`src/rtl/fetch_pc_unit_pkg.sv`:
```
// Shared definitions for the fetch PC unit and its consumers.
//   RESET_PC_DEFAULT : default first fetch address after reset
//   NOP_INSTR        : bubble / nop instruction word
//   EXC_ADEL         : exception code reported for a fetch address error
//   fd_entry_t       : F/D pipeline register contents
//   fetch_addr_err() : fetch address legality check (alignment and IM window)
package fetch_pc_unit_pkg;

    localparam logic [31:0] RESET_PC_DEFAULT = 32'h0000_3000;
    localparam logic [31:0] NOP_INSTR        = 32'h0000_0000;
    localparam logic [4:0]  EXC_ADEL         = 5'd4;

    typedef struct packed {
        logic [31:0] pc;
        logic [31:0] instr;
        logic        valid;
        logic        exc_adel;
    } fd_entry_t;

    // The upper bound is computed in 33 bits so a window ending at 2^32 still works.
    function automatic logic fetch_addr_err(input logic [31:0] addr,
                                            input logic [31:0] base,
                                            input int unsigned words);
        logic [32:0] limit;
        limit = {1'b0, base} + (33'(words) * 33'd4);
        return (addr[1:0] != 2'b00) | (addr < base) | ({1'b0, addr} >= limit);
    endfunction

endpackage

```
`src/rtl/fetch_pc_unit_fd_pipe_reg.sv`:
```
// F/D pipeline register.
//   clk_i       : system clock, rising edge
//   reset_i     : synchronous active-high reset, clears the register
//   stall_i     : hold the register contents
//   flush_i     : load a bubble (wins over stall_i)
//   f_pc_i      : PC of the instruction currently being fetched
//   instr_i     : instruction word read at f_pc_i
//   fetch_err_i : f_pc_i is not a legal fetch address
//   d_o         : registered D-stage contents
module fd_pipe_reg
    import fetch_pc_unit_pkg::*;
(
    input  logic        clk_i,
    input  logic        reset_i,
    input  logic        stall_i,
    input  logic        flush_i,
    input  logic [31:0] f_pc_i,
    input  logic [31:0] instr_i,
    input  logic        fetch_err_i,
    output fd_entry_t   d_o
);

    fd_entry_t d_d, d_q;

    always_comb begin
        d_d = d_q;
        if (flush_i) begin
            // Bubble still carries the F PC so D_PC tracks the fetch stream.
            d_d.pc       = f_pc_i;
            d_d.instr    = NOP_INSTR;
            d_d.valid    = 1'b0;
            d_d.exc_adel = 1'b0;
        end else if (!stall_i) begin
            // A faulting fetch becomes a valid nop tagged with the exception.
            d_d.pc       = f_pc_i;
            d_d.instr    = fetch_err_i ? NOP_INSTR : instr_i;
            d_d.valid    = 1'b1;
            d_d.exc_adel = fetch_err_i;
        end
    end

    always_ff @(posedge clk_i) begin
        if (reset_i) begin
            d_q <= '0;
        end else begin
            d_q <= d_d;
        end
    end

    assign d_o = d_q;

endmodule

```
`src/rtl/fetch_pc_unit.sv`:
```
// F-stage PC register plus F/D pipeline register.
//   clk          : system clock, rising edge
//   reset        : synchronous active-high reset
//   npc          : next fetch address, taken verbatim
//   stall        : freeze F_PC and the F/D register
//   flush        : insert a bubble into D (dominates D, stall dominates F_PC)
//   i_inst_addr  : instruction-memory read address (= F_PC)
//   i_inst_rdata : instruction word read combinationally at i_inst_addr
//   F_PC         : current fetch PC
//   D_PC         : PC of the instruction in D
//   D_instr      : instruction in D
//   D_valid      : D holds a real instruction
//   D_exc_adel   : fetch address error for the D instruction
// Optional feature: define FETCH_ADDR_CHECK_EN to flag misaligned or out-of-window
// fetch addresses (window IM_BASE .. IM_BASE + 4*IM_WORDS).
module fetch_pc_unit
    import fetch_pc_unit_pkg::*;
#(
    parameter logic [31:0] RESET_PC = RESET_PC_DEFAULT,
    parameter logic [31:0] IM_BASE  = 32'h0000_3000,
    parameter int unsigned IM_WORDS = 4096
) (
    input  logic        clk,
    input  logic        reset,
    input  logic [31:0] npc,
    input  logic        stall,
    input  logic        flush,
    output logic [31:0] i_inst_addr,
    input  logic [31:0] i_inst_rdata,
    output logic [31:0] F_PC,
    output logic [31:0] D_PC,
    output logic [31:0] D_instr,
    output logic        D_valid,
    output logic        D_exc_adel
);

    logic [31:0] f_pc_d, f_pc_q;
    logic        fetch_err;
    fd_entry_t   d_entry;

    always_comb begin
        f_pc_d = stall ? f_pc_q : npc;
    end

    always_ff @(posedge clk) begin
        if (reset) begin
            f_pc_q <= RESET_PC;
        end else begin
            f_pc_q <= f_pc_d;
        end
    end

`ifdef FETCH_ADDR_CHECK_EN
    assign fetch_err = fetch_addr_err(f_pc_q, IM_BASE, IM_WORDS);
`else
    logic unused_im_params;
    assign unused_im_params = ^{IM_BASE, 32'(IM_WORDS)};
    assign fetch_err        = 1'b0;
`endif

    fd_pipe_reg u_fd_pipe_reg (
        .clk_i       (clk),
        .reset_i     (reset),
        .stall_i     (stall),
        .flush_i     (flush),
        .f_pc_i      (f_pc_q),
        .instr_i     (i_inst_rdata),
        .fetch_err_i (fetch_err),
        .d_o         (d_entry)
    );

    assign i_inst_addr = f_pc_q;
    assign F_PC        = f_pc_q;
    assign D_PC        = d_entry.pc;
    assign D_instr     = d_entry.instr;
    assign D_valid     = d_entry.valid;
    assign D_exc_adel  = d_entry.exc_adel;

endmodule
```
`config.mk`:
```
export PLATFORM = sky130hd
export DESIGN_NAME = fetch_pc_unit
export DESIGN_NICKNAME = d
export VERILOG_FILES = /design/src/rtl/fetch_pc_unit_pkg.sv /design/src/rtl/fetch_pc_unit_fd_pipe_reg.sv /design/src/rtl/fetch_pc_unit.sv
export SDC_FILE = /design/constraint.sdc
export NUM_CORES = 1
export LEC_CHECK = 0
export CAP_MARGIN = 20
export CORE_MARGIN = 5
export CORE_UTILIZATION = 40
export CTS_BUF_LIST = sky130_fd_sc_hd__clkbuf_8
export DETAILED_ROUTE_END_ITERATION = 8
export PLACE_DENSITY = 0.79
export SLEW_MARGIN = 20
export SYNTH_ARGS = -nofsm -noshare
export SYNTH_HDL_FRONTEND = slang
export SYNTH_SLANG_ARGS = --single-unit
```
`constraint.sdc`:
```
create_clock -name clk -period 1.5 [get_ports clk]
set_input_delay 0.45 -clock clk [delete_from_list [all_inputs] [get_ports clk]]
set_output_delay 0.45 -clock clk [all_outputs]
set_load 0.1 [all_outputs]
```
==> flow_summary.html <==
<table>
<tr><th>Metric</th><th>Value</th></tr>
<tr><th colspan="2">Detailed routing</th></tr>
<tr><td>DR vias</td><td>3,275</td></tr>
<tr><td>Number of detailed-route iterations in the first pass</td><td>4</td></tr>
<tr><td>Final wirelength</td><td>11,300 µm</td></tr>
<tr><td>Post-detailed-route DRC marker count</td><td>0</td></tr>
<tr><td>ANT nets after route</td><td>0</td></tr>
<tr><td>Violation count after the first detailed-routing iteration</td><td>99</td></tr>
<tr><td>Number of vias per cell after detailed routing</td><td>around 4.8</td></tr>
<tr><td>Post-detailed-route wirelength per cell</td><td>16.6 µm</td></tr>
<tr><th colspan="2">Layout</th></tr>
<tr><td>Antenna diode count</td><td>0</td></tr>
<tr><td>Synth-to-Final Area Change</td><td>80.0%</td></tr>
<tr><td>Most common library cell in the layout ignoring fill and taps</td><td>sky130_fd_sc_hd__buf_12</td></tr>
<tr><td>Post-layout util</td><td>0.727</td></tr>
<tr><td>Post-route cell area</td><td>about 7400 µm²</td></tr>
<tr><td>Number of nets in the finished design</td><td>610</td></tr>
<tr><td>Number of fill cells in the layout</td><td>649</td></tr>
<tr><td>Most frequent cells in the layout</td><td>sky130_fd_sc_hd__buf_12, sky130_fd_sc_hd__clkdlybuf4s50_1, sky130_fd_sc_hd__dfxtp_1</td></tr>
<tr><td>Ratio of cells with drive above 1 in the final layout</td><td>0.342</td></tr>
<tr><th colspan="2">Placed design</th></tr>
<tr><td>HPWL Detailed</td><td>8880 µm</td></tr>
<tr><td>Worst slack after detailed placement</td><td>-0.135 ns</td></tr>
<tr><td>Routability congestion estimate from global placement</td><td>about 0.72</td></tr>
<tr><td>Placed cell areas</td><td>approximately 7200 µm²</td></tr>
<tr><td>Number of buffers added on ports</td><td>196</td></tr>
<tr><th colspan="2">Yosys</th></tr>
<tr><td>Post-synthesis instance area</td><td>4100 µm²</td></tr>
<tr><td>Number of nets produced by synthesis</td><td>458</td></tr>
<tr><td>Unique masters post-synth</td><td>18</td></tr>
<tr><td>Register area share after synthesis</td><td>0.474</td></tr>
<tr><td>Post-Synthesis Cells</td><td>a little under 400</td></tr>
<tr><td>Synthesized flop and latch total</td><td>97</td></tr>
<tr><td>Synthesized area per cell</td><td>10.5 µm²</td></tr>
<tr><td>Syn. warnings</td><td>0</td></tr>
<tr><th colspan="2">Die</th></tr>
<tr><td>Starting density of the core</td><td>0.404</td></tr>
<tr><td>Number of primary I/O pins</td><td>198</td></tr>
<tr><td>Std-Cell Core Area</td><td>around 10,000 µm²</td></tr>
<tr><td>Die area</td><td>around 12,000 µm²</td></tr>
<tr><td>DIE HEIGHT</td><td>111 µm</td></tr>
<tr><td>Cell row count</td><td>37</td></tr>
<tr><td>Horizontal die dimension</td><td>111 µm</td></tr>
<tr><th colspan="2">Global route</th></tr>
<tr><td>Antenna violations before repair</td><td>0</td></tr>
<tr><td>Total routing resource utilization after global routing</td><td>0.184</td></tr>
<tr><td>Aggregate global routing overflow</td><td>0</td></tr>
<tr><td>Maximum number of pins on one net before global-route repair</td><td>54</td></tr>
<tr><td>Vias in the first global route</td><td>3,520</td></tr>
<tr><td>Wire length of the first global-routing pass</td><td>between 15,000 and 20,000 µm</td></tr>
<tr><th colspan="2">Power</th></tr>
<tr><td>Worst-case vdd ir drop</td><td>0.000570 V</td></tr>
<tr><td>PD cells</td><td>around 960 nW/µm²</td></tr>
<tr><td>Leakage power total</td><td>2.99 nW</td></tr>
<tr><th colspan="2">Setup path</th></tr>
<tr><td>Startpoint Class</td><td>flip-flop</td></tr>
<tr><td>Logic depth of the worst path, buffers included</td><td>1</td></tr>
<tr><td>Path depth of the worst reg2reg path</td><td>1</td></tr>
<tr><td>List of cells traversed by the critical path</td><td>buf_12</td></tr>
<tr><td>Highest-delay cell along the critical path</td><td>sky130_fd_sc_hd__dfxtp_2</td></tr>
<tr><td>Data required time of the critical path</td><td>around 1.1 ns</td></tr>
<tr><td>Number of buffer and inverter stages on the critical path</td><td>1</td></tr>
<tr><td>Source of the worst register-to-register timing path</td><td>F_PC[13]</td></tr>
<tr><td>Crit path DAT</td><td>1.00 ns</td></tr>
<tr><td>Type of element capturing the critical path</td><td>output port</td></tr>
<tr><td>Worst setup path startpoint</td><td>F_PC[30]</td></tr>
<tr><td>Critical Path Fanout Max</td><td>4</td></tr>
<tr><td>Worst Setup Path Type</td><td>flip-flop to output port</td></tr>
<tr><td>Delay of the slowest cell on the worst path</td><td>0.44 ns</td></tr>
<tr><td>Capture instance of the worst register-to-register path</td><td>F_PC[13]</td></tr>
<tr><td>Kind of cell with the highest combined delay on the critical path</td><td>flip-flops</td></tr>
<tr><td>CP endpoint</td><td>F_PC[30]</td></tr>
<tr><td>R2R Setup Slk</td><td>0.73 ns</td></tr>
<tr><th colspan="2">Clock network</th></tr>
<tr><td>Post-CTS setup buffer count</td><td>0</td></tr>
<tr><td>Number of gates resized after CTS</td><td>0</td></tr>
<tr><td>Maximum buffer depth of the clock tree</td><td>2</td></tr>
<tr><td>Root buf cell</td><td>sky130_fd_sc_hd__clkbuf_8</td></tr>
<tr><td>Cts hold-fix bufs</td><td>0</td></tr>
<tr><td>H-tree Lvls</td><td>3</td></tr>
<tr><td>Clock-pin slew on the worst setup and hold paths</td><td>around 0.10 ns</td></tr>
<tr><td>Clk_lat worst skew</td><td>~0.35 ns</td></tr>
<tr><td>Number of CTS-inserted buffers</td><td>9</td></tr>
<tr><td>CTS sink count</td><td>97</td></tr>
<tr><td>CTS tree</td><td>yes</td></tr>
<tr><th colspan="2">Job</th></tr>
<tr><td># Max-Cap Violations</td><td>0</td></tr>
<tr><th colspan="2">Min path</th></tr>
<tr><td>Hold wc startpoint</td><td>stall</td></tr>
<tr><td>Tightest Hold Check Type</td><td>input port to flip-flop</td></tr>
<tr><td>Worst hold path stage count</td><td>2</td></tr>
<tr><th colspan="2">STA</th></tr>
<tr><td>Number of max-slew violations in the final report</td><td>0</td></tr>
<tr><td>Minimum clock period</td><td>1.45 ns</td></tr>
<tr><td>Final setup margin</td><td>0.0476 ns</td></tr>
<tr><td>Fmax</td><td>689 MHz</td></tr>
<tr><td>Clock Skew</td><td>0.00797 ns</td></tr>
<tr><td>Unrepaired setup endpoints after global routing</td><td>no</td></tr>
<tr><td>Final setup TNS</td><td>0 ns</td></tr>
<tr><td>Setup Viol. Count Final</td><td>0</td></tr>
<tr><td>Portion of the clock cycle consumed by the worst path in the final layout</td><td>0.968</td></tr>
<tr><td>Final count of hold timing violations</td><td>0</td></tr>
<tr><th colspan="2">Status</th></tr>
<tr><td>Outcome</td><td>completed</td></tr>
</table>
cell usage after synthesis (all sizes together):
library cell | instances | share of area
o21ai | 32 | 0.039
clkbuf | 10 | 0.0092
nand2b | 32 | 0.049
or2 | 1 | 0.0015
conb | 1 | 0.00092
nor2b | 2 | 0.0031
buf | 54 | 0.12
a21oi | 1 | 0.0012
inv | 1 | 0.00092
mux2i | 62 | 0.15
a211o | 2 | 0.0043
dfxtp | 97 | 0.47
and2b | 1 | 0.0018
nand4bb | 32 | 0.088
nor2 | 62 | 0.057
metrics by stage:
step,hold WS (ns),instances,power (mW)
2_1_floorplan,0.594,390,4.51
3_3_place_gp,0.478,667,5.43
3_5_place_dp,0.495,667,5.47
4_1_cts,0.422,683,7.18
5_1_grt,0.427,683,7.37
6_report,0.436,683,7.10
area by class of cell:
| type | count | area (µm²) | share of cell area |
|---|---|---|---|
| clock inverter | 6 | 66.3 | 0.00899 |
| sequential | 97 | 1980 | 0.269 |
| inverter | 1 | 3.75 | 0.000509 |
| timing repair buffer | 205 | 3390 | 0.459 |
| clock buffer | 10 | 138 | 0.0187 |
| multi-input combinational | 228 | 1630 | 0.221 |
| tap | 136 | 170 | 0.0231 |
registers in the layout, indices dropped and copies added (netlist names):
register and count:
u_fd_pipe_reg.d_o 65, F_PC 32
power breakdown:
group          internal (mW)  switching [mW]  total [mW]
logic                  0.957            1.54        2.50
registers               2.70           0.184        2.89
clock network          0.820           0.897        1.72
worst min path at each step:
| stage | slack, ns | end |
|---|---|---|
| after floorplan | 0.59 | F_PC[0] |
| after global placement | 0.48 | u_fd_pipe_reg.d_o[1] |
| after detailed placement | 0.49 | u_fd_pipe_reg.d_o[1] |
| after CTS | 0.42 | F_PC[12] |
| after global routing | 0.43 | F_PC[12] |
| final | 0.44 | F_PC[12] |
layer usage:
metal  wire length [µm]  global-route usage
met1               4330               0.205
met3               1240              0.0922
met4                133              0.0487
met2               5640               0.313
met5                  0                   0
kinds of logic after synthesis:
family | Yosys count | synth area share
and+or+nand+nor | 130 | 0.200
DFF | 97 | 0.474
buffers and inverters | 65 | 0.129
muxes | 62 | 0.151
AOI/OAI and AO/OA | 35 | 0.0446
other | 1 | 0.000915
(Power assumes the default switching activity.)
==> edit: new RTL, same flow settings <==
Make the reset (`reset` and `reset_i`) asynchronous in 2 clocked blocks. Comments in the files are not updated.
--- a/src/rtl/fetch_pc_unit_fd_pipe_reg.sv
+++ b/src/rtl/fetch_pc_unit_fd_pipe_reg.sv
@@ -41,3 +41,3 @@
 
-    always_ff @(posedge clk_i) begin
+    always_ff @(posedge clk_i or posedge reset_i) begin
         if (reset_i) begin
--- a/src/rtl/fetch_pc_unit.sv
+++ b/src/rtl/fetch_pc_unit.sv
@@ -44,3 +44,3 @@
 
-    always_ff @(posedge clk) begin
+    always_ff @(posedge clk or posedge reset) begin
         if (reset) begin
Function: differs if reset is asserted again (counterexample within 4 cycles, from zero or initial values and one cycle with reset high); with reset held inactive, the same outputs for 10 cycles.
==> edit against the unedited design <==
The flow now finishes with violations (setup timing). Routed wire length down 3.6%. Final area up 2.5%. Clock skew down 0.0016 ns. Synthesized area up 6.3%. Worst hold slack worse by 0.074 ns. Global-route usage down 1.4 points. Count of clock-buffer cells in the layout up 2. Setup slack worse by 0.14 ns. Total power up 37%. Sequential power up 13%. Sequential share of layout area up 5.8 points. Largest cell class unchanged. Sequential cell count unchanged.
==> edit: results (changes against the unedited design) <==
Run status
  • Outcome: finished with violations
  • Failing checks: setup timing

Floorplanning
  • Num rows: 38 (+2.7%)

Pwr
  • Max VDD drop: 0.7461 mV (+31%)
  • Pleak: 3.420 nW (+14%)
  • Cell area power density: 1290 nW/um^2 (+34%)
  • Flop pwr share: 33.5% (-7.2 points)
  • Pint: 5.531 mW (+23%)
  • Comb pwr share: 48.7% (+14 points)

Final layout
  • Max reg flops: 65 (unchanged)
  • Share of cells above drive strength 1: 48.57% (+14 points)
  • Non-filler instance count after layout: 595 (-13%)
  • # nets final: 518 (-15%)
  • # diodes: 0 (unchanged)

Synth
  • Cells after synthesis: 310 (-21%)
  • Sequential share of the synthesized area: 55.77% (+8.4 points)
  • Yosys warning count: 0 (unchanged)
  • Synth Area in Adders: 0% (unchanged)
  • Synth area leaders: dfrtp_1 55%, buf_4 12%, mux2_4 10%
  • Synth Area in XOR/XNOR: 0% (unchanged)
  • Post-synth top cells: 95 x dfrtp_1, 72 x buf_4, 34 x mux2_1
  • Mux cell area share after synthesis: 26.48% (+11 points)
  • Compound-gate portion of the synthesized area: 0.1149% (-4.3 points)
  • Ys async rst share: 100.0% (+100 points)
  • Synthesized net count: 378 (-17%)
  • Yosys cell types: 15 (-3)

Route
  • DRT Pass-1 Iters: 4 (unchanged)
  • DRT Wirelength: 10,940 um (-3.6%)
  • Routed vias/inst: 4.585 (-4.4%)
  • Initial DRC Count: 117 (+18%)

Placed design
  • Buffers on Ports: 196 (unchanged)
  • Pre-CTS WS: -0.2847 ns (-0.1494 ns)
  • GPL Wtd Cong: 0.7485 (+4.4%)
  • Post-DP Area: 7273 um^2 (+1.4%)
  • Placed cell count: 574 (-14%)
  • Post-DP HPWL: 8815 um (-0.73%)

Critical path
  • Cell type group with the largest total delay on the critical path: flip-flops
  • Worst setup startpoint: F_PC[12]
  • Crit path max fanout: 3 (-1)
  • Slowest stage delay, CP: 0.60 ns (+0.16 ns)
  • Crit-path slowest cell: dfstp_2
  • Worst reg2reg startpoint: F_PC[7]
  • CP arrival: 1.14 ns (+0.14 ns)

Timing
  • Final number of setup-violating endpoints: 4 (+4)
  • TNS Setup: -0.3414 ns (-0.3414 ns)
  • Skew final: 0.006402 ns (-0.001567 ns)
  • Final worst slack: -0.09048 ns (-0.1381 ns)

Global route
  • Antenna violations before repair: 0 (unchanged)
  • Pin count of the biggest net entering global routing: 51 (-5.6%)
  • Number of global-route vias before repair: 3,093 (-12%)
  • Gr usage total: 17.03% (-1.4 points)
  • First-pass GRT wire length: 17,020 um (-8.8%)

CTS
  • Clk_lat worst skew: 0.35 ns (about the same)
  • Max clock buf depth: 2 (unchanged)
  • H-tree levels: 3 (unchanged)
  • Clock transition at the registers of the reported paths: 0.08 ns (-0.02 ns)
  • CTS buffer count: 9 (unchanged)
  • Root buffer cell: clkbuf_8

Worst hold path
  • Worst hold path type: in2async
-- edit: layout make-up --
cell class / instances / area, um^2
Timing Repair Buffer: 209 / 3398
Clock inverter: 4 / 42.54
Sequential cell: 97 / 2467
Clock buffer: 12 / 165.2
Multi-Input combinational cell: 131 / 1296
Tap cell: 140 / 175.2
Inverter: 2 / 11.26
Fill cell: 715 / 3189
-- edit: metal layers --
metal  up-vias  track usage (%)  wire length, um
li1       1240                -                -
met1      1344            17.76             3722
met2       122            29.90             5829
met3        22            6.818             1032
met4         0            7.997              352
met5         -                0                0
-- edit: worst paths after layout --
kind,cells past startpoint,endpoint,slack [ns]
min in group clk,1,u_fd_pipe_reg.d_o[64],0.56
max,1,F_PC[12],-0.09
min reg2reg,1,u_fd_pipe_reg.d_o[64],0.56
min,2,F_PC[14],0.36
max in group asynchronous,3,F_PC[0],0.65
max reg2reg,2,F_PC[7],0.50
-- edit: timing repair --
action,4_1_cts,5_1_grt
hold endpoints to repair,0,0
buffers inserted,2,3
resized for setup,30,0
setup endpoints to repair,64,28
